### config.mk
export PLATFORM = sky130hd
export DESIGN_NAME = wb_lfsr_master
export DESIGN_NICKNAME = d
export VERILOG_FILES = /design/src/rtl/wb_lfsr_master.sv
export SDC_FILE = /design/constraint.sdc
export NUM_CORES = 1
export LEC_CHECK = 0
export CORE_MARGIN = 1
export CORE_UTILIZATION = 48
export CTS_CLUSTER_DIAMETER = 80
export DETAILED_ROUTE_END_ITERATION = 12
export PLACE_DENSITY = 0.81
export SLEW_MARGIN = 20
export SYNTH_ARGS = -nofsm -noshare
export SYNTH_HDL_FRONTEND = slang
export SYNTH_SLANG_ARGS = --single-unit
### constraint.sdc
create_clock -name i_clk -period 1.7 [get_ports i_clk]
set_input_delay 0.51 -clock i_clk [delete_from_list [all_inputs] [get_ports i_clk]]
set_output_delay 0.51 -clock i_clk [all_outputs]
set_load 0.02 [all_outputs]
### src/rtl/wb_lfsr_master.sv
// ----------------------------------------------------------------------------
// wb_lfsr_master
//
// Pipelined Wishbone initiator for the wb_lfsr responder. A command on the
// valid/ready port becomes either a single write beat (programs seed/control)
// or a read burst of 1..8 beats. Each read beat returns one LFSR bit, which is
// shifted into a pack register. The response is then offered on the
// valid/ready response port. Only one Wishbone request is outstanding at a
// time, and CYC stays high across every beat of a burst.
//
// Ports
//   i_clk, i_reset          clock, asynchronous active-high reset
//   i_cmd_valid/o_cmd_ready command handshake (ready only while idle)
//   i_cmd_we                1 = single write beat, 0 = read burst
//   i_cmd_addr              Wishbone address used for every beat
//   i_cmd_data              write data
//   i_cmd_len               read beats minus one
//   o_rsp_valid/i_rsp_ready response handshake, held until consumed
//   o_rsp_data              packed read bits (0 for writes)
//   o_rsp_err               beat timed out, command aborted
//   o_wb_*                  Wishbone initiator outputs (CYC/STB/WE/ADR/DAT)
//   i_wb_stall/ack/data     Wishbone responder inputs (data is one LFSR bit)
// ----------------------------------------------------------------------------
module wb_lfsr_master #(
    parameter int DATA_W  = 8,
    parameter int ADDR_W  = 1,
    parameter int TIMEOUT = 15
) (
    input  logic              i_clk,
    input  logic              i_reset,
    input  logic              i_cmd_valid,
    output logic              o_cmd_ready,
    input  logic              i_cmd_we,
    input  logic [ADDR_W-1:0] i_cmd_addr,
    input  logic [DATA_W-1:0] i_cmd_data,
    input  logic [2:0]        i_cmd_len,
    output logic              o_rsp_valid,
    input  logic              i_rsp_ready,
    output logic [DATA_W-1:0] o_rsp_data,
    output logic              o_rsp_err,
    output logic              o_wb_cyc,
    output logic              o_wb_stb,
    output logic              o_wb_we,
    output logic [ADDR_W-1:0] o_wb_addr,
    output logic [DATA_W-1:0] o_wb_data,
    input  logic              i_wb_stall,
    input  logic              i_wb_ack,
    input  logic              i_wb_data
);

    localparam int CNT_W = $clog2(TIMEOUT + 1);

    typedef enum logic [1:0] {
        S_IDLE,
        S_REQ,
        S_WAIT,
        S_RSP
    } state_t;

    state_t state, state_nxt;

    logic              we_q;
    logic [ADDR_W-1:0] addr_q;
    logic [DATA_W-1:0] data_q;
    logic [2:0]        len_q;
    logic [2:0]        beat_q;
    logic [DATA_W-1:0] pack_q;
    logic              err_q;
    logic [CNT_W-1:0]  tmo_q;

    logic busy;
    logic accept;
    logic issue;
    logic beat_ack;
    logic last_beat;
    logic timed_out;

    assign busy   = (state == S_REQ) || (state == S_WAIT);
    assign accept = (state == S_IDLE) && i_cmd_valid;
    assign issue  = (state == S_REQ) && !i_wb_stall;

    // An ack is only meaningful for a request actually on the bus. That is
    // either the one being issued this cycle or the one we are waiting on.
    // Acks while stalled, idle or responding are ignored.
    assign beat_ack  = i_wb_ack && (issue || (state == S_WAIT));
    assign last_beat = we_q || (beat_q == len_q);

    // The per-beat budget covers REQ and WAIT cycles together. The current
    // cycle is the last one allowed when the counter shows TIMEOUT-1. An ack
    // arriving in that cycle still wins.
    assign timed_out = busy && !beat_ack && (tmo_q == CNT_W'(TIMEOUT - 1));

    // ------------------------------------------------------------------
    // State register
    // ------------------------------------------------------------------
    // NOTE: clocked state is assigned with <= so every flop samples the
    // pre-edge values. Blocking assignments here would make the result
    // depend on statement order.
    always_ff @(posedge i_clk or posedge i_reset) begin
        if (i_reset) begin
            state <= S_IDLE;
        end else begin
            state <= state_nxt;
        end
    end

    // ------------------------------------------------------------------
    // Next-state logic
    // ------------------------------------------------------------------
    // NOTE: state_nxt gets a default before the case. Every path through
    // the block then assigns it, so no latch is inferred.
    always_comb begin
        state_nxt = state;
        case (state)
            S_IDLE: begin
                if (i_cmd_valid) state_nxt = S_REQ;
            end
            S_REQ, S_WAIT: begin
                if (beat_ack) begin
                    state_nxt = last_beat ? S_RSP : S_REQ;
                end else if (timed_out) begin
                    state_nxt = S_RSP;
                end else if (issue) begin
                    state_nxt = S_WAIT;
                end
            end
            S_RSP: begin
                if (i_rsp_ready) state_nxt = S_IDLE;
            end
            default: state_nxt = S_IDLE;
        endcase
    end

    // ------------------------------------------------------------------
    // Command latch, beat/timeout counters and read pack register
    // ------------------------------------------------------------------
    always_ff @(posedge i_clk or posedge i_reset) begin
        if (i_reset) begin
            we_q   <= 1'b0;
            addr_q <= '0;
            data_q <= '0;
            len_q  <= '0;
            beat_q <= '0;
            pack_q <= '0;
            err_q  <= 1'b0;
            tmo_q  <= '0;
        end else if (accept) begin
            we_q   <= i_cmd_we;
            addr_q <= i_cmd_addr;
            data_q <= i_cmd_data;
            len_q  <= i_cmd_len;
            beat_q <= '0;
            pack_q <= '0;
            err_q  <= 1'b0;
            tmo_q  <= '0;
        end else if (busy) begin
            if (beat_ack) begin
                // The first bit ends up in pack[N-1] and the last in pack[0].
                if (!we_q) pack_q <= {pack_q[DATA_W-2:0], i_wb_data};
                beat_q <= beat_q + 3'd1;
                tmo_q  <= '0;
            end else if (timed_out) begin
                err_q <= 1'b1;
            end else begin
                tmo_q <= tmo_q + CNT_W'(1);
            end
        end
    end

    // ------------------------------------------------------------------
    // Outputs
    // ------------------------------------------------------------------
    assign o_cmd_ready = (state == S_IDLE);
    assign o_rsp_valid = (state == S_RSP);
    assign o_rsp_data  = o_rsp_valid ? pack_q : '0;
    assign o_rsp_err   = o_rsp_valid && err_q;

    assign o_wb_cyc  = busy;
    assign o_wb_stb  = (state == S_REQ);
    assign o_wb_we   = we_q;
    assign o_wb_addr = addr_q;
    assign o_wb_data = data_q;

endmodule

---- Yosys cells after proc, flatten, opt, wreduce, memory -nomap -nowiden ----
Index checks and enable logic that the tools add are counted.
cells by class
  divide/modulo/power cells ............... 0
  multiply operators ...................... 0
  reduce and logical (&&, ||, !) cells .... 21
  bitwise operators ....................... 0
  shifts and indexed selects .............. 0
  mux-type cells .......................... 23
  magnitude comparators ................... 0
  add/sub/neg operators ................... 2
  eq/ne operators ......................... 11
operators with widths
  cell                                                 count
  2-to-1 mux 8 bit                                     5
  2-to-1 mux 4 bit                                     4
  2-to-1 mux 2 bit                                     6
  2-to-1 mux 3 bit                                     3
  AND reduction 3 bit                                  3
  logical AND 1 bit                                    6
  one-hot mux 2 bit (3 select lines)                   1
  nonzero test 2 bit                                   3
  adder 4 x 1 -> 4 bit, second input constant          1
  equality test 2 bit, second input constant           2
  equality test 4 bit, second input constant           1
  2-to-1 mux 1 bit                                     4
  != test 2 x 1 -> 1 bit, second input constant        2
  != test 2 bit, second input constant                 2
  != test 4 bit, second input constant                 1
  AND reduction 2 bit                                  2
  adder 3 x 1 -> 3 bit, second input constant          1
  equality test 3 bit                                  1
  logical OR 1 bit                                     3
  != test 3 bit, second input constant                 1
  equality test 2 x 1 -> 1 bit, second input constant  1
  zero test 1 bit                                      2
  zero test 2 bit                                      1
  OR reduction 2 bit                                   1
word-level totals
  memory bits (writable) .................. 0
  flip-flop bits (word level) ............. 31
  memories ................................ 0
  logic and storage cells ................. 66
  bits of input ports ..................... 20
  latch bits .............................. 0
  output and inout bits ................... 23
  memory bits (read-only) ................. 0

---- Depth between registers and ports, before layout ----
Gate-level depths: netlist of the first run.
  depth after elaboration ................. 11
  depth in mapped cells ................... 7

---- Worst setup path after synthesis of the first run ----
No wires, ideal clock.
  path kind ............................... reg-to-reg
  start point ............................. register state[1]
  end point ............................... register state[0]
  cell stages (with the launch flop) ...... 7
  slack ................................... -60 ps
  data arrival time ....................... 1635 ps
  data required time ...................... 1575 ps
  setup time .............................. 125 ps
  clock period less this slack ............ 1760 ps
  cell sequence ........................... dfrtp_1 > inv_1 > ha_1 > nor2b_4 > o21ai_4 > a31oi_2 > mux2_4
between the ends
  longest elaborated chain between the ends .. 10
  elaborated cells between the ends (all ways) .. 19
  classes of those cells .................. 6 x eq/ne; 3 x mux; 10 x reduce/logical
ends and longest elaborated chain
  element                             RTL line  source
  from (decl)                         60        state_t state, state_nxt;
  from (signal assigned)              103       state <= state_nxt;
  equality test 2 x 1 -> 1 bit *      --
  net o_wb_stb                        42        output logic o_wb_stb,
  logical AND 1 bit                   80        assign issue = (state == S_REQ) && !i_wb_stall;
  logical OR 1 bit                    85        assign beat_ack = i_wb_ack && (issue || (state == S_WAIT));
  logical AND 1 bit                   85
  zero test 1 bit                     91        assign timed_out = busy && !beat_ack && (tmo_q == CNT_W'(TIMEOUT - 1));
  logical AND 1 bit (2 in series)     91
  2-to-1 mux 2 bit                    121       end else if (timed_out) begin
  2-to-1 mux 2 bit                    119       if (beat_ack) begin
  one-hot mux 2 bit (3 select lines)  114       case (state)
Mark *: on every way through the listed nets, which the timed path passes. The rest lies on a longest branch.
A chain may end at the register's enable or synchronous reset.

---- Worst setup path after layout of the first run ----
  start point ............................. register state[1]
  end point ............................... output o_rsp_data[6]
between the ends
  longest elaborated chain between the ends .. 2
ends and longest elaborated chain
  element              RTL line  source
  equality test 2 bit  174       assign o_rsp_valid = (state == S_RSP);
  2-to-1 mux 8 bit     175       assign o_rsp_data = o_rsp_valid ? pack_q : '0;
  to (decl)            39        output logic [DATA_W-1:0] o_rsp_data,
Every way passes these cells.

==> results of run 1 <==
flip-flops by register name, summed over array words and instances (netlist names):
register / flops
tmo_q: 4
beat_q: 3
pack_q: 8
err_q: 1
state: 2
len_q: 3
o_wb_addr: 1
o_wb_we: 1
o_wb_data: 8
critical path, delay by kind of cell (launching register included):
family | cells | cell delay [ns]
fa+ha+maj | 1 | 0.21
buf+inv | 2 | 0.25
simple gates | 1 | 0.15
flops | 1 | 0.44
metal layers:
layer / routed length [um] / global-route usage [%] / share of wire [%] / up-vias
li1: - / - / - / 707
met3: 324 / 7.64 / 6.6 / 28
met5: 0 / 0 / 0 / -
met2: 2430 / 44.9 / 49 / 90
met1: 2000 / 29.4 / 40 / 765
met4: 197 / 12.9 / 4.0 / 0
final cells by class:
cell class,count,area (um2)
Timing Repair Buffer,69,722
Clock inverter,1,5.00
Inverter,8,35.0
Multi-Input combinational cell,122,907
Clock buffer,7,45.0
Sequential cell,31,776
Tap cell,44,55.1
Fill cell,195,558
kinds of logic after synthesis:
logic type                 after synthesis  share of synthesized area (%)
AOI/OAI and AO/OA                       26                           13.1
xor gates and xnor gates                 5                           2.76
adders and majority gates                7                           5.52
buffers and inverters                   16                           4.50
DFF                                     31                           48.9
muxes                                    2                           1.58
and+or+nand+nor                         82                           23.6
timing repair:
item	in CTS	in global routing
buffers inserted	5	3
pin swaps	4	5
hold buffers	0	0
cloned	1	0
resized for setup	107	36
setup endpoints to repair	33	29
power by group through the flow:
| stage | logic [uW] | clock network (uW) | registers [uW] |
|---|---|---|---|
| after floorplan | 1090 | 0 | 1280 |
| after global placement | 1960 | 0 | 1160 |
| after detailed placement | 2030 | 0 | 1180 |
| after CTS | 2240 | 414 | 1160 |
| after global routing | 2890 | 453 | 1210 |
| final | 2700 | 412 | 1190 |
synth_stat cells, types with 2 or more instances:
library cell | number | area share, %
a31oi_1 | 2 | 0.79
and2_1 | 9 | 3.6
clkbuf_1 | 6 | 1.4
dfrtp_1 | 31 | 49
ha_1 | 7 | 5.5
inv_1 | 8 | 1.9
nand2_1 | 48 | 11
nand3_1 | 11 | 3.5
nor2_1 | 6 | 1.4
o21ai_0 | 9 | 2.8
o22ai_1 | 2 | 0.79
xor2_1 | 5 | 2.8
metrics by stage:
step | cells | setup WS (ns) | utilization (%)
after global placement | 265 | -0.267 | 70.7
final | 282 | -0.202 | 82.0
after CTS | 279 | -0.162 | 76.9
after floorplan | 169 | -0.00240 | -
after detailed placement | 265 | -0.342 | 70.7
after global routing | 282 | -0.234 | 82.0
how the worst max path moves through the flow:
| stage | end | slack [ns] | depth (start not counted) |
|---|---|---|---|
| after floorplan | state[0] | -0.002 | 6 |
| after global placement | o_rsp_data[0] | -0.27 | 3 |
| after detailed placement | o_rsp_data[6] | -0.34 | 3 |
| after CTS | o_rsp_data[6] | -0.16 | 4 |
| after global routing | o_rsp_err | -0.23 | 4 |
| final | o_rsp_data[6] | -0.20 | 4 |
==> results.cfg, run 1 <==
[route]
via_count = 1590
drcViolationCount = 0
ant_nets = 0
first_pass_iters = 4
wl_per_cell_um = 17.5
drt_first_iter_violations = 156
avgViaCountPerCell = 5.64
drt-total-wl_mm = 4.95

[sta]
finalClockSkew_ns = 0.00879
worstMarginPinSlew_ns = 0.301
period_share_pct = 112
max_slew_margin_pct = 79.8
setup_viol = 28
holdWs_ns = 0.482
fmax_mhz = 526
period_minus_slack_ns = 1.90
drv_slew = 0
rsz0062_at_grt = yes
hold_viol = 0
fin_ws_ns = -0.202
tns_ns = -2.84

[global_route]
grt_overflow = 0
grt_max_degree = 32
grt_pass1_wl_mm = 6.65
track_usage_pct = 26.2
antenna_found_initial = 0
grt_pass1_vias = 1475

[finish]
final_cell_mix = nand2_1 (47), dfrtp_1 (31), clkdlybuf4s50_1 (19), buf_6 (19), buf_4 (14)
layout-drive-gt1-share_pct = 33.6
fin_nets = 264
final_common_cell = nand2_1
postLayoutCellArea_mm2 = 0.00254
insertedDiodeCount = 0
area_delta_synth_final_pct = 60.5

[die]
ioPinCount = 43
die-area_mm2 = 0.00354
die_w_um = 59.5
coreArea_mm2 = 0.00310
initial_core_util_pct = 51.1
die_y_um = 59.5
num_rows = 20

[power_and_ir_drop]
p_seq_share_pct = 27.7
p_leak_uw = 0.00121
ir_drop_v = 0.000932
power.total_uw = 4300
p_int_uw = 2430
clkPwrFrac_pct = 9.6
switching_share_pct = 43.4
pwr-share-comb_pct = 62.7
power_density_mw_per_mm2 = 1690
switchingPower_uw = 1870

[logic_synthesis]
synth_warnings = 0
ys_async_sr_fraction_pct = 100
ys_dominant_reg_cell = dfrtp_1
synth_cells = 169
synth.distinct_cells = 37
synth-edff-count = 0
syn-cell-area_mm2 = 0.00159
syn_avg_cell_area_um2 = 9.38
syn_nets = 196
ys_seq_elements = 31
yosysSeqAreaShare_pct = 48.9

[status]
violations = negative setup slack
status = complete, but fails checks

[critical_path]
cp_slowest_cell = dfrtp_1
r2r_start = state[1]
path_cells = ha_4, buf_6, and2_4, buf_6
cp-end-kind = output pin
crit_fanout = 7
slowest_delay_ns = 0.44
critical_path_class = flop to output pin
worstPathArrival_ns = 1.39
startpoint = state[1]
critPathLaunchType = flop
reg2reg_to = state[0]
crit_required_ns = 1.19
reg2reg_slack_ns = -0.15
rr_worst_depth = 7
cpMostUsedCell = buf_6

[clock_network]
cts_tree = built
cts_max_level = 2
clkTransAtPathRegs_ns = 0.10
clock_sinks = 31
clock_latency_ns = 0.33
clockRootBuffer = clkbuf_4
clockBufferDepth = 2
cts_buffers = 5

[hold_path]
worstHoldStart = o_wb_data[1]
min_path_type = flop to flop
hold_depth = 2
whs_endpoint = o_wb_data[1]

[job]
cap_violations = 0

[placement]
placed_area_mm2 = 0.00219
hpwl_mm = 2.54
gp_congestion = 0.817
port_buffers = 42
No activity file was read; power rests on OpenSTA's default activity.
==> inputs of run 2 (changes only) <==
- HOLD_SLACK_MARGIN: not set -> 0.03
==> results of run 2 <==
No change in the layout: final DEF, timing and power equal those of run 1.
==> inputs of run 3 (changes only) <==
- ABC_CLOCK_PERIOD_IN_PS: not set -> 2100
- clock period: 1.7 -> 2.1 ns (I/O delays scaled with it)
==> run 3 against run 2 <==
Compared with the run above: the run now ends clean; wire length fell by 29%; critical endpoint is now o_wb_data[1]; utilization fell by 14 points; clock skew fell by 0.0028 ns; worst hold slack improved by 0.0067 ns; sequential power fell by 21%.
==> results.cfg, run 3 (same netlist as run 1, synthesis figures left out) <==
[status]
status = finished, final reports clean

[clock_network]
cts_buffers = 5
cts_tree = built
post_cts.repair.setup_buffers = 0
clockBufferDepth = 2
cts-hold-fix-buffers = 0
cts_max_level = 2
clockRootBuffer = clkbuf_4
clock_sinks = 31
clkTransAtPathRegs_ns = 0.10
clock_latency_ns = 0.32

[sta]
period_share_pct = 93.5
period_minus_slack_ns = 1.96
setup_viol = 0
tns_ns = 0
worstMarginPinSlew_ns = 0.414
fin_ws_ns = 0.137
max_slew_margin_pct = 72.4
fmax_mhz = 509
hold_viol = 0
rsz0062_at_grt = no
finalClockSkew_ns = 0.00603
drv_slew = 0

[route]
wl_per_cell_um = 13.3
wl_met1_mm = 1.57
route.met2.wl_mm = 1.74
ant_nets = 0
via_count = 1356
drcViolationCount = 0
routed.top_layer = met4
met3_length_um = 192
first_pass_iters = 6
drt-total-wl_mm = 3.52
avgViaCountPerCell = 5.14
drt_first_iter_violations = 64

[critical_path]
slowest_delay_ns = 0.63
worst-path-buf-inv = 1
r2r_start = state[0]
cp-end-kind = output pin
endpoint = o_wb_data[1]
rr_worst_depth = 6
crit_required_ns = 1.47
path_cells = clkdlybuf4s50_1
reg2reg_slack_ns = 0.32
worst-path-stages = 1
critPathLaunchType = flop
startpoint = o_wb_data[1]
critPathTopFamily = buffers and inverters
cp_slowest_cell = clkdlybuf4s50_1
critical_path_class = flop to output pin
reg2reg_to = state[0]
worstPathArrival_ns = 1.33
crit_fanout = 2

[global_route]
grt_max_degree = 32
antenna_found_initial = 0
grt_pass1_vias = 1415
track_usage_pct = 23.0
grt_pass1_wl_mm = 5.95
grt_overflow = 0

[job]
cap_violations = 0

[die]
num_rows = 20
die_w_um = 59.5
initial_core_util_pct = 51.1
ioPinCount = 43
die_y_um = 59.5
coreArea_mm2 = 0.00310
die-area_mm2 = 0.00354

[finish]
layout-drive-gt1-share_pct = 16.4
layout.cells.non_filler = 264
final_cell_mix = nand2_1 (48), dfrtp_1 (31), clkdlybuf4s50_1 (29)
insertedDiodeCount = 0
final_common_cell = nand2_1
area_delta_synth_final_pct = 34.0
fin_nets = 246

[power_and_ir_drop]
p_leak_uw = 0.00104
ir_drop_v = 0.000676
power_density_mw_per_mm2 = 1370

[placement]
port_buffers = 42
gp_congestion = 0.827
place_inst = 256
place_ws_ns = -0.0756
hpwl_mm = 2.51

[hold_path]
min_path_type = flop to flop
run 3: changes by cell type in the layout (fill, tap and decap cells not counted), moves of 9 or more:
cell / before / now
buf_6: 19 / 0
nand3_1: 2 / 11
clkdlybuf4s50_1: 19 / 29
clkbuf_2: 0 / 12
dlygate4sd2_1: 10 / 1
run 3: worst min path at each step:
| stage | cells past startpoint | end | startpoint | slack (ns) |
|---|---|---|---|---|
| after detailed placement | 2 | o_wb_data[6] | o_wb_data[6] | 0.47 |
| after global routing | 2 | o_wb_data[4] | o_wb_data[4] | 0.51 |
| after CTS | 2 | o_wb_data[4] | o_wb_data[4] | 0.49 |
| after floorplan | 2 | err_q | err_q | 0.46 |
| final | 2 | o_wb_data[4] | o_wb_data[4] | 0.49 |
| after global placement | 2 | o_wb_data[4] | o_wb_data[4] | 0.46 |
run 3: layout make-up:
cell class              instances  area, um2
fillers                       278        978
flip-flops and latches         31        776
multi-input cells             122        751
repair buffers                 51        427
well taps                      44       55.1
clock buffers                   6       51.3
clock inverters                 2       35.0
inverters                       8       30.0
run 3: per-stage QoR:
| step | instance area, um2 | util (%) | hold WS (ns) | total power (uW) |
|---|---|---|---|---|
| 2_1_floorplan | 1590 | - | 0.455 | 1910 |
| 6_report | 2120 | 68.5 | 0.488 | 2910 |
| 3_3_place_gp | 2090 | 67.3 | 0.456 | 2400 |
| 5_1_grt | 2120 | 68.5 | 0.511 | 3130 |
| 4_1_cts | 2170 | 70.0 | 0.493 | 2960 |
| 3_5_place_dp | 2090 | 67.3 | 0.467 | 2470 |
run 3: where the power goes:
| part | internal [uW] | switching (uW) | total (uW) |
|---|---|---|---|
| Clock | 281 | 207 | 488 |
| Combinational | 646 | 832 | 1480 |
| Sequential | 797 | 147 | 944 |
run 3: metal layers:
layer | vias to the layer above | GRT usage [%]
met5 | - | 0
met4 | 0 | 9.18
met3 | 2 | 7.64
met2 | 42 | 40.3
met1 | 647 | 25.6
li1 | 665 | -
run 3: repair_timing:
| action | 4_1_cts | 5_1_grt |
|---|---|---|
| gates resized for setup | 17 | 22 |
| endpoints found under the setup margin | 13 | 12 |
| pin swaps | 0 | 0 |
